File: src/rtl/otn_rx_deframer.sv
// otn_rx_deframer: serial OTN receiver (bit recovery, FAS hunt/flywheel, byte delivery) and ARQ ack transmitter.
// Define RX_STATS_EN to add saturating frame, FAS-miss and NACK counters.
module otn_rx_deframer #(
   parameter int          CLKS_PER_BIT = 868,
   parameter int          FRAME_BYTES  = 64,
   parameter logic [15:0] FAS_WORD     = 16'hF628,
   parameter int          FAS_MISS_MAX = 2,
   parameter logic [7:0]  ACK_CODE     = 8'hA5,
   parameter logic [7:0]  NACK_CODE    = 8'h5A
) (
   input  logic       i_clk,
   input  logic       i_rst_n,
   input  logic       i_otn_tx_data,
   output logic       o_otn_rx_ack,
   input  logic       i_arq_en,
   input  logic       i_crc_err,
   input  logic       i_crc_err_valid,
   input  logic       i_tx_fifo_ready,
   output logic [7:0] o_frame_data,
   output logic       o_frame_data_valid,
   output logic       o_frame_data_fas,
   output logic       o_locked,
   output logic       o_drop
`ifdef RX_STATS_EN
   ,
   output logic [15:0] o_stat_frames,
   output logic [15:0] o_stat_fas_miss,
   output logic [15:0] o_stat_nack
`endif
);
   localparam int PW = $clog2(CLKS_PER_BIT);
   localparam int IW = $clog2(FRAME_BYTES);
   typedef enum logic {HUNT, SYNC} rx_st_e;
   typedef enum logic [1:0] {TX_IDLE, TX_START, TX_DATA, TX_STOP} tx_st_e;
   rx_st_e         st_q;
   tx_st_e         tx_q;
   logic [1:0]     line_s_q, arq_s_q;
   logic           line_p_q, line_edge, smp, fas_hit, miss_out;
   logic [PW-1:0]  ph_q, tc_q;
   logic [14:0]    win_q;
   logic [15:0]    win_d;
   logic [2:0]     bc_q, tb_q;
   logic [IW-1:0]  idx_q;
   logic [7:0]     miss_q, dat_q, pb_q, sh_q, pc_q, code, tx_code;
   logic           v_q, fas_q, pend_q, ack_q, pv_q, stb, tx_go, tx_last;
   assign line_edge = line_s_q[1] ^ line_p_q;
   assign smp       = !line_edge && ph_q == PW'(CLKS_PER_BIT / 2);
   assign win_d     = {win_q, line_s_q[1]};
   assign fas_hit   = win_d == FAS_WORD;
   assign miss_out  = miss_q + 8'd1 >= 8'(FAS_MISS_MAX);
   assign stb       = i_crc_err_valid && arq_s_q[1];
   assign code      = i_crc_err ? NACK_CODE : ACK_CODE;
   assign tx_go     = tx_q == TX_IDLE && (stb || (pv_q && arq_s_q[1]));
   assign tx_code   = stb ? code : pc_q;
   assign tx_last   = tc_q == PW'(CLKS_PER_BIT - 1);
   always_ff @(posedge i_clk or negedge i_rst_n)
      if (!i_rst_n) begin
         line_s_q <= '0; arq_s_q <= '0; line_p_q <= 1'b0; ph_q <= '0; win_q <= '0;
         st_q <= HUNT; bc_q <= '0; idx_q <= '0; miss_q <= '0;
         v_q <= 1'b0; fas_q <= 1'b0; pend_q <= 1'b0; dat_q <= '0; pb_q <= '0;
      end else begin
         line_s_q <= {line_s_q[0], i_otn_tx_data};
         arq_s_q  <= {arq_s_q[0], i_arq_en};
         line_p_q <= line_s_q[1];
         ph_q     <= (line_edge || ph_q == PW'(CLKS_PER_BIT - 1)) ? '0 : ph_q + PW'(1);
         v_q      <= pend_q;
         fas_q    <= 1'b0;
         pend_q   <= 1'b0;
         if (pend_q) dat_q <= pb_q;
         if (smp) begin
            win_q <= win_d[14:0];
            if (st_q == HUNT) begin
               if (fas_hit) begin
                  st_q <= SYNC; idx_q <= IW'(2); bc_q <= '0; miss_q <= '0;
                  v_q <= 1'b1; fas_q <= 1'b1; dat_q <= win_d[15:8]; pend_q <= 1'b1; pb_q <= win_d[7:0];
               end
            end else begin
               bc_q <= bc_q + 3'd1;
               if (bc_q == 3'd7) begin
                  idx_q <= idx_q == IW'(FRAME_BYTES - 1) ? '0 : idx_q + IW'(1);
                  // byte 0 waits in the window until byte 1 completes the FAS check
                  if (idx_q == IW'(1)) begin
                     if (fas_hit || !miss_out) begin
                        miss_q <= fas_hit ? '0 : miss_q + 8'd1;
                        v_q <= 1'b1; fas_q <= fas_hit; dat_q <= win_d[15:8]; pend_q <= 1'b1; pb_q <= win_d[7:0];
                     end else begin
                        st_q <= HUNT; miss_q <= '0;
                     end
                  end else if (idx_q != '0) begin
                     v_q <= 1'b1; dat_q <= win_d[7:0];
                  end
               end
            end
         end
      end
   always_ff @(posedge i_clk or negedge i_rst_n)
      if (!i_rst_n) begin
         tx_q <= TX_IDLE; tc_q <= '0; tb_q <= '0; sh_q <= '0; ack_q <= 1'b1; pv_q <= 1'b0; pc_q <= '0;
      end else begin
         if (!arq_s_q[1]) pv_q <= 1'b0;
         if (tx_q == TX_IDLE) begin
            tc_q <= '0;
            if (tx_go) begin
               tx_q <= TX_START; sh_q <= tx_code; ack_q <= 1'b0; pv_q <= 1'b0;
            end
         end else begin
            if (stb) begin
               pv_q <= 1'b1; pc_q <= code;
            end
            tc_q <= tx_last ? '0 : tc_q + PW'(1);
            if (tx_last)
               case (tx_q)
                  TX_START: begin tx_q <= TX_DATA; tb_q <= '0; ack_q <= sh_q[0]; end
                  TX_DATA:
                     if (tb_q == 3'd7) begin
                        tx_q <= TX_STOP; ack_q <= 1'b1;
                     end else begin
                        tb_q <= tb_q + 3'd1; sh_q <= {1'b0, sh_q[7:1]}; ack_q <= sh_q[1];
                     end
                  default: tx_q <= TX_IDLE;
               endcase
         end
      end
`ifdef RX_STATS_EN
   logic        chk1, frame_inc, miss_inc, nack_inc;
   logic [15:0] frames_q, fmiss_q, nack_q;
   assign chk1      = smp && st_q == SYNC && bc_q == 3'd7 && idx_q == IW'(1);
   assign frame_inc = smp && fas_hit && (st_q == HUNT || chk1);
   assign miss_inc  = chk1 && !fas_hit;
   assign nack_inc  = tx_go && tx_code == NACK_CODE;
   always_ff @(posedge i_clk or negedge i_rst_n)
      if (!i_rst_n) begin
         frames_q <= '0; fmiss_q <= '0; nack_q <= '0;
      end else begin
         if (frame_inc && frames_q != '1) frames_q <= frames_q + 16'd1;
         if (miss_inc && fmiss_q != '1) fmiss_q <= fmiss_q + 16'd1;
         if (nack_inc && nack_q != '1) nack_q <= nack_q + 16'd1;
      end
   assign o_stat_frames   = frames_q;
   assign o_stat_fas_miss = fmiss_q;
   assign o_stat_nack     = nack_q;
`endif
   assign o_otn_rx_ack       = ack_q;
   assign o_frame_data       = dat_q;
   assign o_frame_data_valid = v_q & i_tx_fifo_ready;
   assign o_frame_data_fas   = fas_q & i_tx_fifo_ready;
   assign o_drop             = v_q & ~i_tx_fifo_ready;
   assign o_locked           = st_q == SYNC;
endmodule

File: config.mk
export PLATFORM = sky130hd
export DESIGN_NAME = otn_rx_deframer
export DESIGN_NICKNAME = d
export VERILOG_FILES = /design/src/rtl/otn_rx_deframer.sv
export SDC_FILE = /design/constraint.sdc
export NUM_CORES = 1
export LEC_CHECK = 0
export ABC_AREA = 1
export CAP_MARGIN = 0
export CORE_MARGIN = 1
export CORE_UTILIZATION = 55
export DETAILED_ROUTE_END_ITERATION = 16
export PLACE_DENSITY = 0.84
export SKIP_LAST_GASP = 1
export SLEW_MARGIN = 20
export SYNTH_ARGS = -nofsm -noshare
export SYNTH_HDL_FRONTEND = slang
export SYNTH_SLANG_ARGS = --single-unit
File: constraint.sdc
create_clock -name i_clk -period 1.8 [get_ports i_clk]
set_input_delay 0.27 -clock i_clk [delete_from_list [all_inputs] [get_ports i_clk]]
set_output_delay 0.27 -clock i_clk [all_outputs]
set_load 0.01 [all_outputs]
== Word-level counts from Yosys, hierarchy flattened ==
Cells that the tools add are included.

* Reduce and logical (&&, ||, !) cells: 24
* $lt $le $gt $ge: 1
* Mux-type cells: 72
* Eq/ne operators: 17
* $add $sub $neg: 6
* Bitwise operators: 6

{| class="wikitable"
|+ Operators with widths
! kind !! number
|-
| $mux W8 || 26
|-
| $mux W10 || 3
|-
| $mux W1 || 29
|-
| $mux W6 || 4
|-
| $add A10 B1 Y10 const B || 2
|-
| $eq A10 B10 Y1 const B || 2
|-
| $eq A16 B16 Y1 const B || 1
|-
| $reduce_and A4 Y1 || 3
|-
| $eq A10 B9 Y1 const B || 1
|-
| $mux W3 || 3
|-
| $reduce_and A3 Y1 || 3
|-
| $add A8 B1 Y8 const B || 1
|-
| $ge A8 B2 Y1 const B || 1
|-
| $mux W2 || 4
|-
| $reduce_bool A2 Y1 || 4
|-
| $add A3 B1 Y3 const B || 2
|-
| $add A6 B1 Y6 const B || 1
|-
| $eq A3 B3 Y1 const B || 2
|-
| $eq A6 B1 Y1 const B || 1
|-
| $eq A6 B6 Y1 const B || 1
|-
| $ne A2 B1 Y1 const B || 3
|-
| $ne A2 B2 Y1 const B || 3
|-
| $pmux W3 S2 || 1
|-
| $reduce_bool A6 Y1 || 1
|-
| other kinds (15) || 24
|}

* Word-level logic and storage cells: 147
* Input bits: 7
* Register bits: 100

== Logic depth before layout (Yosys ltp) ==
* Depth in word-level cells: 9
* Mapped depth: 15
* Mapped depth without buffers: 15

== Least setup slack after synthesis ==
OpenSTA, ideal clock, no wires.

* Path kind: flip-flop to flip-flop
* Start: register miss_q[0]
* End: register pb_q[4]
* Library setup time: 126 ps
* Data arrival time: 1732 ps
* Cell stages (with the launch flop): 12
* Slack: -58 ps
* Data required time: 1674 ps
* Path buffers: 1
* Cells stage by stage: dfrtp_1 ha_1 nand3_2 o21ai_1 nand2_1 nor2_2 nand3_2 nand2_4 nand2_4 a21oi_4 buf_6 o21ai_0

* Word-level cells in the longest chain between the ends: 6

{| class="wikitable"
|+ Ends and longest elaborated chain
! what !! RTL line !! source
|-
| start: declaration || 44 || <nowiki>logic [7:0] miss_q, dat_q, pb_q, sh_q, pc_q, code, tx_code;</nowiki>
|-
| start signal: assignment || 84 || <nowiki>miss_q <= fas_hit ? '0 : miss_q + 8'd1;</nowiki>
|-
| $add A8 B1 Y8 || 50 || <nowiki>assign miss_out = miss_q + 8'd1 >= 8'(FAS_MISS_MAX);</nowiki>
|-
| $ge A8 B2 Y1 || 50 ||
|-
| $logic_not A1 Y1 || 83 || <nowiki>if (fas_hit || !miss_out) begin</nowiki>
|-
| $logic_or A1 B1 Y1 || 83 ||
|-
| $ne A2 B1 Y1 (no source line) || n/a ||
|-
| $reduce_and A5 Y1 (no source line) || n/a ||
|-
| end signal: assignment || 60 || <nowiki>v_q <= 1'b0; fas_q <= 1'b0; pend_q <= 1'b0; dat_q <= '0; pb_q <= '0;</nowiki>
|-
| end signal: assignment || 75 || <nowiki>v_q <= 1'b1; fas_q <= 1'b1; dat_q <= win_d[15:8]; pend_q <= 1'b1; pb_q <= win_d[7:0];</nowiki>
|-
| end signal: assignment || 85 || <nowiki>v_q <= 1'b1; fas_q <= fas_hit; dat_q <= win_d[15:8]; pend_q <= 1'b1; pb_q <= win_d[7:0];</nowiki>
|-
| end: declaration || 44 ||
|}

Every way passes these cells.
A chain may end at the register's enable or synchronous reset.

== Final worst setup path ==
* Start: register miss_q[0]
* End: register dat_q[7] (netlist: o_frame_data[7])

* Word-level cells in the longest chain between the ends: 9

{| class="wikitable"
|+ Ends and longest elaborated chain
! what !! RTL line !! source
|-
| $add A8 B1 Y8 || 50 ||
|-
| $ge A8 B2 Y1 || 50 ||
|-
| $logic_not A1 Y1 || 83 ||
|-
| $logic_or A1 B1 Y1 || 83 ||
|-
| $mux W8 || 83 ||
|-
| $mux W8 || 82 || <nowiki>if (idx_q == IW'(1)) begin</nowiki>
|-
| $mux W8 || 79 || <nowiki>if (bc_q == 3'd7) begin</nowiki>
|-
| $mux W8 || 72 || <nowiki>if (st_q == HUNT) begin</nowiki>
|-
| $mux W8 || 70 || <nowiki>if (smp) begin</nowiki>
|-
| end signal: assignment || 69 || <nowiki>if (pend_q) dat_q <= pb_q;</nowiki>
|-
| end: declaration || 44 ||
|}

Every way passes these cells.

==> impl_metrics.ini <==
[cells_and_area]
syn_to_final_growth_pct = 24.33
final-seq-area_um2 = 2510
multiInputGateArea_um2 = 2437
num-nets-final = 736
drive_above_1_share_pct = 20.17
final_util_pct = 71.82
fillers = 627
diodes = 0

[flow_run]
drv_cap = 0

[sta]
fin_skew_ns = 0.01169
max_clock_freq_mhz = 486.7
min_period_over_period_pct = 114.1
timing.hold.ws_ns = 0.3265
hold_viol = 0
rsz0062_at_grt = true
setup_viol = 16
slew_viol_final = 0
setup_ws_ns = -0.2545
period_minus_slack_ns = 2.055
slew_headroom_pct = 60.91
worst_pin_slew_ns = 0.5790

[route]
via_per_inst = 5.560
via_count = 4598
ant_nets = 0
dr.pass1.iters = 7
drcViolationCount = 0
wl_per_cell_um = 14.75
drtIter0Drc = 270
wirelength_mm = 12.20

[synthesis]
synth_largest_area_cell = dfrtp_1
synth_nets = 664
ys_ff_latch = 100
syn_inst = 642
ys.flop_type = dfrtp_1
synth_area_per_cell_um2 = 7.961
synth_common_cells = nand2_1 (173), dfrtp_1 (99), inv_1 (85)
ys_warn_count = 0
ys_seq_area_share_pct = 48.98
synth.most_common_cell = nand2_1
synth_edf_count = 0
synth.distinct_cells = 38
synthTopCellsByArea = dfrtp_1 (48%), nand2_1 (13%), o21ai_0 (7.2%)
syn_area_um2 = 5111
synth_top_area_share_pct = 48.47
synthArstFlopShare_pct = 100.0

[placement]
post-place-ws_ns = -0.07275
port_buffers = 19
hpwlAfterDp_mm = 7.983
gp_congestion = 0.9736

[die]
io_pins = 20
initial_core_util_pct = 57.76
core_um2 = 8848
dieArea_um2 = 9683
die_x_um = 98.40
die_y_um = 98.40
rows = 34

[power]
power_density_nw_per_um2 = 657.1
peakVddDrop_mv = 0.3951
total_power_w = 0.004176
p_leak_nw = 3.066

[global_routing]
grt_max_degree = 101
grt_pass1_vias = 4419
grt_pass1_wl_mm = 20.00
met2_usage_pct = 44.69
grt-ovfl-total = 0
antenna_found_initial = 0
grt_usage_pct = 25.72
grt_use_met1_pct = 32.17
use_met3_pct = 6.013
busiest_layer = met2

[cts]
cts_tree = built
cts_made_buffers = 9
cts.sinks = 100
htreeDepth = 3
cts.clk_slew.worst_paths_ns = 0.10
root_buffer = clkbuf_8
clk_latency_ns = 0.37
cts_buffer_depth = 2

[setup_path]
startpoint_type = register
critPathMostFrequentCell = nand2_1
critPathKind = register to register
crit_fanout = 4
cp.required_ns = 2.10
worstRegToRegCells = 16
max_stage_delay_ns = 0.47
worst_setup_path_end_kind = register
critPathArrivalTime_ns = 2.36
path_cells = ha_4 -> nand2_1 -> nand2_1 -> nor2_2 -> nand2_1 -> nor2_2 -> nand3_2 -> nand2_4 -> buf_6 -> buf_6 -> nand3_2 -> nand2_1 -> nand2_1 -> nand2_1 -> nand2_1 -> nand2_1
cpMaxStageDelayCell = dfrtp_2

[hold_path]
hold-path-cell-count = 1
min_path_type = primary input to register

[outcome]
failed_checks = negative setup slack
status = finished, violations left
==> placed cells by master (no fill, tap or decap), types with 3 or more instances in the layout <==
cell type and instances:
nor3b_1 5, nor4_1 4, nand3_1 18, o21ai_0 61, nor2_1 38, o21ai_2 6, o31ai_1 3, nor3_1 13
nor2_2 7, o21a_1 9, inv_1 80, ha_4 3, nand4_1 11, a21oi_1 22, dfrtp_2 5, clkbuf_8 9
a31oi_1 3, nor2_4 3, nand3_4 3, nand3_2 4, o211ai_1 7, buf_6 7, nand2_4 6, clkdlybuf4s50_1 17
dfrtp_1 94, bufinv_16 3, nand2_1 157, inv_2 5, nand2_2 15, ha_1 10, buf_4 48, o21ai_1 10
==> state kept, by name, summed over array words and instances, names as in the netlist, 3 cells and up <==
register,flops
ph_q,10
pb_q,8
tc_q,10
tb_q,3
idx_q,6
miss_q,8
bc_q,3
o_frame_data,8
pc_q,8
win_q,15
sh_q,8
==> cells by family (layout without fill, tap and decap cells) <==
kind of cell	after synthesis	count (layout)	synth area share, %
adder cells (fa/ha/maj)	15	15	3.672
AO/OA/AOI/OAI	127	127	14.08
XOR/XNOR	2	2	0.3428
AND/OR/NAND/NOR	293	293	24.85
buffers and inverters	104	181	7.858
multiplexers	1	1	0.2203
flip-flops	100	100	48.98
==> routing by layer <==
metal	vias up	wire length [um]
met5	-	0
met4	0	248
met3	26	599
met2	139	6200
met1	2211	5148
li1	2222	-
==> area by class of cell <==
type	instances	area share (%)
Clock inverter	6	1.752
Inverter	87	5.218
Tap cell	108	2.126
Timing Repair Buffer	78	11.05
Clock buffer	10	2.008
Sequential cell	100	39.50
Multi-Input combinational cell	438	38.35
==> power by group <==
| group | switching (W) | internal, W |
|---|---|---|
| registers | 0.0000245 | 0.00228 |
| clock network | 0.000787 | 0.000927 |
| logic | 0.0000976 | 0.0000560 |
==> what timing repair did <==
| item | in CTS | in global routing |
|---|---|---|
| hold buffers | 1 | 0 |
| cloned | 1 | 0 |
| pin swaps | 8 | 19 |
| resized for setup | 25 | 68 |
| endpoints found under the hold margin | 99 | 0 |
| endpoints found under the setup margin | 23 | 51 |
| buffers inserted | 4 | 14 |
==> final timing paths <==
path / from / endpoint / slack [ns]
min reg2reg: line_s_q[0] / line_s_q[1] / 0.36
max reg2reg: miss_q[0] / o_frame_data[7] / -0.25
min in group asynchronous: i_rst_n / tb_q[2] / 0.49
max: miss_q[0] / o_frame_data[7] / -0.25
max in group asynchronous: i_rst_n / pend_q / 0.90
min: i_otn_tx_data / line_s_q[0] / 0.33
==> worst max-delay path, delay by kind of cell, from the launching register on <==
kind                     cells  cell delay, ns
adder cells (fa/ha/maj)      1            0.20
buffers and inverters        2            0.23
flip-flops                   1            0.47
AND/OR/NAND/NOR             13            1.09
==> stage by stage <==
step | std cells | instance area (um^2) | TNS, ns
2_1_floorplan | 642 | 5114 | -0.3662
3_3_place_gp | 793 | 5707 | 0
3_5_place_dp | 793 | 5707 | -0.5640
4_1_cts | 815 | 6073 | -2.233
5_1_grt | 827 | 6355 | -4.420
6_report | 827 | 6355 | -2.106
(Power assumes the default switching activity.)
